--- config.mk ---
export PLATFORM = sky130hd
export DESIGN_NAME = univ_reg
export DESIGN_NICKNAME = d
export VERILOG_FILES = /design/src/rtl/univ_reg.sv
export SDC_FILE = /design/constraint.sdc
export NUM_CORES = 1
export LEC_CHECK = 0
export BUFFER_PORTS_ARGS = -buffer_cell sky130_fd_sc_hd__buf_2
export CAP_MARGIN = 20
export CORE_MARGIN = 2
export CORE_UTILIZATION = 51
export DETAILED_ROUTE_END_ITERATION = 10
export PLACE_DENSITY = 0.77
export SETUP_SLACK_MARGIN = 0.5
export SYNTH_ARGS = -nofsm -noshare
export SYNTH_HDL_FRONTEND = slang
export SYNTH_SLANG_ARGS = --single-unit
--- constraint.sdc ---
create_clock -name clk -period 2.13 [get_ports clk]
set_clock_uncertainty 0.2 [all_clocks]
set_input_delay 0 -clock clk [delete_from_list [all_inputs] [get_ports clk]]
set_output_delay 0 -clock clk [all_outputs]
set_load 0.03 [all_outputs]
--- src/rtl/univ_reg.sv ---
// -----------------------------------------------------------------------------
// univ_reg : parametrised universal register
//
// This is a WIDTH-bit state element that supports parallel load, serial shift,
// rotate and increment/decrement. It also provides a registered carry or
// shifted-out bit, a complementary output and a zero flag. It serves as the
// accumulator, shift unit and program counter element of the datapath.
//
// Parameters
//   WIDTH     : register width in bits (>= 2)
//   RESET_VAL : value forced onto q while r is high
//
// Ports
//   clk  in  1      rising-edge clock
//   r    in  1      asynchronous active-high reset
//   en   in  1      clock enable; 0 holds q and co
//   mode in  3      operation select (see mode_t)
//   d    in  WIDTH  parallel load data
//   sin  in  1      serial input for the shift modes
//   q    out WIDTH  register contents
//   qbar out WIDTH  bitwise complement of q
//   co   out 1      registered carry / borrow / shifted-out bit
//   zero out 1      1 iff q == 0 (combinational)
// -----------------------------------------------------------------------------
module univ_reg #(
  parameter int               WIDTH     = 8,
  parameter logic [WIDTH-1:0] RESET_VAL = '0
) (
  input  logic             clk,
  input  logic             r,
  input  logic             en,
  input  logic [2:0]       mode,
  input  logic [WIDTH-1:0] d,
  input  logic             sin,
  output logic [WIDTH-1:0] q,
  output logic [WIDTH-1:0] qbar,
  output logic             co,
  output logic             zero
);

  typedef enum logic [2:0] {
    MODE_HOLD = 3'b000,
    MODE_LOAD = 3'b001,
    MODE_SHL  = 3'b010,
    MODE_SHR  = 3'b011,
    MODE_ROL  = 3'b100,
    MODE_ROR  = 3'b101,
    MODE_INC  = 3'b110,
    MODE_DEC  = 3'b111
  } mode_t;

  logic [WIDTH-1:0] r_q;
  logic             r_co;

  logic [WIDTH-1:0] w_q_nxt;
  logic             w_co_nxt;
  logic [WIDTH:0]   w_inc;
  logic [WIDTH-1:0] w_dec;

  // The increment is computed one bit wider so that the carry out of the
  // all-ones wrap falls directly into the top bit.
  assign w_inc = {1'b0, r_q} + (WIDTH+1)'(1);
  assign w_dec = r_q - WIDTH'(1);

  // Every mode reads only the pre-edge r_q, so each result is independent
  // of the order in which the mode decode runs.
  always_comb begin
    // NOTE: defaults first -- every path assigns both outputs, so no latch is inferred.
    w_q_nxt  = r_q;
    w_co_nxt = r_co;
    if (en) begin
      unique case (mode_t'(mode))
        MODE_HOLD: begin
          w_q_nxt  = r_q;
          w_co_nxt = r_co;
        end
        MODE_LOAD: begin
          w_q_nxt  = d;
          w_co_nxt = 1'b0;
        end
        MODE_SHL: begin
          w_q_nxt  = {r_q[WIDTH-2:0], sin};
          w_co_nxt = r_q[WIDTH-1];
        end
        MODE_SHR: begin
          w_q_nxt  = {sin, r_q[WIDTH-1:1]};
          w_co_nxt = r_q[0];
        end
        MODE_ROL: begin
          w_q_nxt  = {r_q[WIDTH-2:0], r_q[WIDTH-1]};
          w_co_nxt = r_q[WIDTH-1];
        end
        MODE_ROR: begin
          w_q_nxt  = {r_q[0], r_q[WIDTH-1:1]};
          w_co_nxt = r_q[0];
        end
        MODE_INC: begin
          w_q_nxt  = w_inc[WIDTH-1:0];
          w_co_nxt = w_inc[WIDTH];
        end
        MODE_DEC: begin
          // A borrow occurs only when decrementing from zero.
          w_q_nxt  = w_dec;
          w_co_nxt = (r_q == '0);
        end
        default: begin
          w_q_nxt  = r_q;
          w_co_nxt = r_co;
        end
      endcase
    end
  end

  // Reset dominates any coincident edge and every edge while r stays high.
  always_ff @(posedge clk or posedge r) begin
    if (r) begin
      r_q  <= RESET_VAL;
      r_co <= 1'b0;
    end else begin
      // NOTE: non-blocking assignments keep all state updates on the same edge.
      r_q  <= w_q_nxt;
      r_co <= w_co_nxt;
    end
  end

  // qbar and zero have no register stage and always follow q.
  assign q    = r_q;
  assign qbar = ~r_q;
  assign co   = r_co;
  assign zero = (r_q == '0);

endmodule

; Word level (Yosys, flattened, before mapping)
; Cells that the tools add are included.
[totals]
ff_bits = 9
latch_bits = 0
ram_bits = 0
romBits = 0
inputBits = 15
out_inout_bits = 18
wordCells = 20
n_memories = 0
[classes]
addsub = 2
n_mul = 0
div = 0
order_cmp = 0
n_eq_ne = 7
shifts = 0
mux = 2
n_bitwise = 2
reduce_logical = 5
[ops]
columns = op, n
row1 = $pmux W8 S7, 1
row2 = $eq A3 B3 Y1 const B, 4
row3 = $add A8 B1 Y9 const B, 1
row4 = $logic_not A8 Y1, 1
row5 = $not A8 Y8, 1
row6 = $sub A8 B1 Y8 const B, 1
row7 = $eq A3 B2 Y1 const B, 2
row8 = $pmux W1 S5, 1
row9 = $reduce_or A2 Y1, 2
row10 = $eq A3 B1 Y1 const B, 1
row11 = $logic_not A3 Y1, 1
row12 = $reduce_and A2 Y1, 1
row13 = $not A1 Y1, 1

; Logic depth before layout (Yosys ltp)
; Gate-level depths: netlist (run 1).
[logic_depth]
ltp_word = 3
depth_mapped = 7
mapped_depth_nobuf = 7

; Worst setup path before layout (run 1)
; Ideal clock, no wire load.
[synth_timing]
kind = register to register
start = register r_q[0], in the netlist q[0]
end = register r_co, in the netlist co
setup_time_ns = 0.121
t_arrival_ns = 1.928
t_required_ns = 1.809
slack_ns = -0.119
path_stages_with_launch = 6
n_path_buf = 0
period_less_slack_ns = 2.249
cell_sequence = dfrtp_1 -> inv_1 -> ha_1 -> and4_1 -> a31o_1 -> a32o_2
[synth_between]
elab_chain_cells = 2
word_cells_on_any_way = 3
classes_between = add/sub: 1 / mux: 1 / reduce/logical: 1
[synth_lines]
columns = item, line_no
row1 = from (decl), 52  ; logic [WIDTH-1:0] r_q;
row2 = from (signal assigned), 121  ; r_q <= w_q_nxt;
row3 = $logic_not A8 Y1, --
row4 = named net zero, 38  ; output logic zero
row5 = $pmux W1 S5, 72  ; unique case (mode_t'(mode))
row6 = to (signal assigned), 122  ; r_co <= w_co_nxt;
row7 = to (decl), 53  ; logic r_co;
; The timed path passes the listed nets, and every way through them passes these cells.
; A chain may end at the register's enable or synchronous reset.

; Worst setup path in the final report (run 1)
[layout_timing]
start = register r_q[0], in the netlist q[0]
end = register r_q[6], in the netlist q[6]
[layout_between]
elab_chain_cells = 2
word_cells_on_any_way = 3
classes_between = add/sub: 2 / mux: 1
[layout_lines]
columns = item, line_no
row1 = $sub A8 B1 Y8 or $add A8 B1 Y9 (tied branches), "63, 62"
row2 = $pmux W8 S7 (*), 72
; Every way passes the cells marked *; elsewhere a longest branch is shown, timed or not.

==> impl_metrics.csv, run 1 <==
group,metric,value,unit
run_status,outcome,"completed",
final_layout,multi_input_area,785,µm²
clock_tree,cts_max_path_buffers,2,
logic_synthesis,syn_area,1050,µm²
die,start_util,53.7,%
final_layout,seqCellArea,234,µm²
die,fp.dieW,49.5,µm
grt,grt_pass1_vias,1189,
final_layout,layout-drive-gt1-share,45.1,%
clock_tree,cts_tree,"built",
clock_tree,clk_latency,0.28,ns
logic_synthesis,avgSynthCellArea,8.04,µm²
sta,slew_headroom,62.2,%
pwr,peakVddDrop,0.486,mV
route,num_vias,1281,
final_layout,nNetsFinal,201,
final_layout,design_area,1530,µm²
sta,timing.fmax,0.545,GHz
sta,rsz0062_at_grt,"true",
placed_design,hpwl,2130,µm
logic_synthesis,syn_inst,131,
pwr,powerDensity,701,nW/µm²
final_layout,synthToLayoutAreaGrowth,44.8,%
final_layout,nFillCells,139,
logic_synthesis,synth_top_flop_cell,"dfrtp_1",
pwr,leakage,0.678,nW
logic_synthesis,synth_cell_types,50,
logic_synthesis,ys.warnings.count,0,
die,rows,16,
logic_synthesis,synth_top_cell_by_area,"dfrtp_1",
route,drtPass1Iterations,4,
route,wire_per_inst,16.8,µm
logic_synthesis,synth_top_area_share,21.4,%
worst_setup_path,worstPathArrival,1.80,ns
grt,gr-total-overflow,0,
worst_setup_path,path_cells,"clkinvlp_4, ha_4, and3b_1, a32oi_1, a31oi_1, nor2_1, a21oi_1",
logic_synthesis,ys_ff_latch,9,
logic_synthesis,synth_edf_count,0,
final_layout,diodes,0,
worst_setup_path,critPathCaptureType,"register",
logic_synthesis,ys_top_cells_by_area,"dfrtp_1, nand2_1, buf_6",
sta,maxSlewViolCount,0,
worst_setup_path,max_stage_delay,0.46,ns
die,core,1960,µm²
route,viasPerCell,6.13,
grt,grt_max_degree,32,
placed_design,gp_congestion,0.825,
route,drt_iter0_drc,53,
route,wl,3500,µm
clock_tree,cts.sinks,9,
grt,antenna_found_initial,0,
sta,setup_violations,0,
sta,finalSetupTns,0,ns
flow_run,maxCapViolCount,0,
grt,track_usage,29.9,%
logic_synthesis,async_reset_ff_share,100,%
sta,tightest_slew,0.566,ns
placed_design,place.port_buffers,32,
logic_synthesis,ys_seq_area_share,21.4,%
worst_setup_path,worst-setup-path-type,"register to register",
die,pin_count,33,
sta,post-route-period-util,86.2,%
worst_setup_path,cp.required,2.09,ns
die,dieHeight,49.5,µm
sta,hold_viol,0,
die,dieArea,2450,µm²
worst_setup_path,worstPathMaxFanout,5,
route,antenna_left,0,
clock_tree,h-tree-depth,1,
clock_tree,numCtsBuffers,3,
logic_synthesis,syn_nets,149,
sta,finalCriticalPeriod,1.84,ns
clock_tree,ctsRootBufferMaster,"clkbuf_4",
min_path,hold_path_class,"primary input to register",
worst_setup_path,cp_slowest_cell,"dfrtp_2",
clock_tree,path_clk_slew,0.08,ns
grt,grt_first_pass_wirelength,5610,µm
placed_design,place_area,1180,µm²
route,drc,0,
worst_setup_path,critPathLaunchType,"register",
## cells in the mapped netlist (all sizes together), types with 3 or more instances
cell and n:
nand2 17, nor2 12, buf 10, inv 10
dfrtp 9, a21oi 8, a31oi 5, nand3 4
o211ai 4, o21ai 4, o221ai 4, xnor2 4
ha 3
## where the power goes
| part | total (W) | internal [W] | switching, W |
|---|---|---|---|
| sequential | 0.000289 | 0.000208 | 0.0000813 |
| combinational | 0.000629 | 0.000252 | 0.000377 |
| clock | 0.000151 | 0.0000729 | 0.0000786 |
## flip-flops by register name, summed over array words and instances, names as in the netlist
| register | count |
|---|---|
| co | 1 |
| q | 8 |
## metrics by stage
step           hold WS, ns  setup WS [ns]  total power, W  instances  utilization [%]
6_report            0.0439          0.294         0.00107        209             77.7
5_1_grt             0.0860          0.239         0.00112        209             77.7
4_1_cts             0.0356          0.335         0.00101        205             73.8
3_5_place_dp        -0.202          0.270        0.000770        179             60.4
3_3_place_gp        -0.198          0.319        0.000760        179             60.4
2_1_floorplan       -0.372          0.151        0.000663        131                -
## cells in the final DEF, fill, tap and decap left out, drive strengths merged, types with 2 or more instances in the layout
| master | instances |
|---|---|
| buf | 49 |
| nand2 | 17 |
| nor2 | 12 |
| dlygate4sd3 | 10 |
| inv | 9 |
| dfrtp | 9 |
| a21oi | 8 |
| a31oi | 5 |
| xnor2 | 4 |
| o221ai | 4 |
| o211ai | 4 |
| nand3 | 4 |
| clkbuf | 4 |
| o21ai | 4 |
| ha | 3 |
| a32oi | 2 |
| a31o | 2 |
| nor2b | 2 |
| a211oi | 2 |
| mux2i | 2 |
## path summary, 6_finish.rpt
| path | from | to | slack [ns] | cells after the start |
|---|---|---|---|---|
| setup / recovery | q[0] | q[6] | 0.29 | 7 |
| hold / removal | mode[1] | q[1] | 0.04 | 3 |
| setup reg to reg | q[0] | q[6] | 0.29 | 7 |
| hold reg to reg | co | co | 0.33 | 1 |
| max in group asynchronous | r | q[2] | 1.32 | 3 |
| min in group asynchronous | r | q[7] | 0.07 | 3 |
## routing by layer
layer  vias to the layer above  global-route usage, %  share of wire (%)
li1                        591                      -                  -
met1                       615                   36.4                 42
met2                        69                   50.5                 49
met3                         6                   4.55                8.2
met4                         0                   16.2                1.3
met5                         -                      0                  0
## cell families after synthesis
group	synth area share [%]
and+or+nand+nor	23.6
AOI/OAI and AO/OA	31.6
buffers and inverters	13.8
DFF	21.4
xor gates and xnor gates	4.16
adders and majority gates	3.56
muxes	1.90
## critical path: cells and delay by family, from the launching register on
kind                       cells  cell delay (ns)
DFF                            1             0.46
buffers and inverters          1             0.18
AOI/OAI and AO/OA              3             0.39
adders and majority gates      1             0.20
and+or+nand+nor                2             0.29
## repair_timing
action / in CTS / in global routing
pin swaps: 8 / 11
buffers inserted: 12 / 4
endpoints found under the setup margin: 8 / 9
hold buffers: 10 / 0
resized for setup: 15 / 10
hold endpoints to repair: 17 / 0
## cell type report
class | count | area share, %
multi-input cells | 100 | 51.4
repair buffers | 59 | 26.6
flip-flops and latches | 9 | 15.3
inverters | 10 | 2.71
well taps | 27 | 2.21
clock buffers | 4 | 1.72
Power figures use the tool's default switching activity.
==> run 2, diff against run 1 <==
--- a/config.mk
+++ b/config.mk
@@ -5,12 +5,12 @@
 export SDC_FILE = /design/constraint.sdc
 export NUM_CORES = 1
 export LEC_CHECK = 0
-export BUFFER_PORTS_ARGS = -buffer_cell sky130_fd_sc_hd__buf_2
+export BUFFER_PORTS_ARGS = -buffer_cell sky130_fd_sc_hd__buf_4
 export CAP_MARGIN = 20
 export CORE_MARGIN = 2
 export CORE_UTILIZATION = 51
 export DETAILED_ROUTE_END_ITERATION = 10
-export PLACE_DENSITY = 0.77
+export PLACE_DENSITY = 0.8
 export SETUP_SLACK_MARGIN = 0.5
 export SYNTH_ARGS = -nofsm -noshare
 export SYNTH_HDL_FRONTEND = slang
==> impl_metrics.csv, run 2 (synthesized netlist as in run 1, its figures left out) <==
group,metric,value,unit
clock_tree,h-tree-depth,1,
sta,maxSlewViolCount,0,
sta,slew_headroom,68.2,%
grt,gr-total-overflow,0,
grt,track_usage,28.4,%
worst_setup_path,worstPathMaxFanout,4,
run_status,outcome,"completed",
clock_tree,ctsRootBufferMaster,"clkbuf_4",
worst_setup_path,worst-setup-path-type,"register to register",
die,rows,16,
clock_tree,cts_tree,"built",
min_path,hold_path_class,"primary input to register",
final_layout,design_area,1570,µm²
die,dieHeight,49.5,µm
placed_design,hpwl,2110,µm
final_layout,largest_reg_flops,8,
clock_tree,numCtsBuffers,3,
die,start_util,53.7,%
die,core,1960,µm²
placed_design,place_area,1260,µm²
die,pin_count,33,
sta,finalCriticalPeriod,1.88,ns
route,wl_met2,1840,µm
clock_tree,clk_latency,0.28,ns
die,fp.dieW,49.5,µm
grt,grt_max_degree,32,
grt,grt_pass1_vias,1184,
final_layout,synthToLayoutAreaGrowth,49.4,%
sta,rsz0062_at_grt,"true",
sta,hold_viol,0,
route,drc,0,
route,met1_length,1490,µm
sta,tightest_slew,0.477,ns
route,num_vias,1345,
worst_setup_path,critPathCaptureType,"register",
flow_run,maxCapViolCount,0,
pwr,leakage,0.679,nW
final_layout,layout_commonest_cell,"buf_4",
route,drt_iter0_drc,61,
sta,setup_violations,0,
route,drtPass1Iterations,4,
pwr,powerDensity,714,nW/µm²
die,dieArea,2450,µm²
final_layout,final_cell_mix,"buf_4, nand2_1, nor2_1",
route,wire_per_inst,18.3,µm
final_layout,nNetsFinal,198,
placed_design,gp_congestion,0.823,
route,wl,3780,µm
clock_tree,cts.sinks,9,
sta,finalSetupTns,0,ns
worst_setup_path,critPathLaunchType,"register",
sta,timing.fmax,0.531,GHz
worst_setup_path,cp.required,2.08,ns
grt,grt_first_pass_wirelength,5360,µm
pwr,peakVddDrop,0.500,mV
placed_design,place.port_buffers,32,
final_layout,layout-drive-gt1-share,46.4,%
sta,post-route-period-util,88.5,%
route,dr_wl_met3,297,µm
route,antenna_left,0,
worst_setup_path,worstPathArrival,1.84,ns
clock_tree,cts_max_path_buffers,2,
final_layout,diodes,0,
route,highest_layer,"met4",
route,viasPerCell,6.53,
grt,antenna_found_initial,0,
clock_tree,path_clk_slew,0.08,ns
## run 2: timing repair
item,CTS,global route
hold endpoints to repair,18,0
pin swaps,7,12
hold buffers,9,0
buffers inserted,11,3
setup endpoints to repair,8,9
resized for setup,6,17
## run 2: report_power, final
part	leakage (nW)	internal, W	total [W]	switching (W)
sequential	0.0963	0.000208	0.000294	0.0000857
combinational	0.568	0.000295	0.000680	0.000385
clock	0.0150	0.0000727	0.000149	0.0000767
## run 2: final cells by class
class                      instances  area, µm²
fill                             136        388
multi-input combinational        100        781
inverter                          10       41.3
tap                               27       33.8
clock buffer                       4       26.3
timing repair buffer              56        458
sequential                         9        234
## run 2: layer usage
metal | vias to the layer above | track usage (%)
met3 | 22 | 5.76
li1 | 576 | -
met5 | - | 0
met1 | 651 | 36.4
met2 | 96 | 46.8
met4 | 0 | 11.1
## run 2: path summary, 6_finish.rpt
kind | startpoint | end | slack [ns] | depth (start not counted)
worst min register to register | co | co | 0.34 | 1
max in group asynchronous | r | q[3] | 1.34 | 3
worst max register to register | q[0] | q[6] | 0.25 | 7
min in group asynchronous | r | q[7] | 0.08 | 3
worst max-delay path | q[0] | q[6] | 0.25 | 7
worst min-delay path | d[5] | q[5] | 0.02 | 5
## run 2: metrics by stage
step           util (%)  total power [W]  cells  worst slack, ns  hold WS [ns]
3_5_place_dp       64.5         0.000817    179            0.269        -0.185
3_3_place_gp       64.5         0.000805    179            0.322        -0.196
4_1_cts            76.1          0.00104    203            0.396        0.0148
6_report           80.2          0.00112    206            0.245        0.0214
5_1_grt            80.2          0.00117    206            0.130        0.0642
2_1_floorplan         -         0.000663    131            0.151        -0.372
## run 2: worst max-delay path, stage by stage, from the launching register on
cell        delay, ns
dfrtp_2          0.45
clkinvlp_4       0.19
ha_4             0.21
and3b_1          0.19
a32oi_2          0.17
a31oi_1          0.12
nor2_1           0.16
a21oi_1          0.08
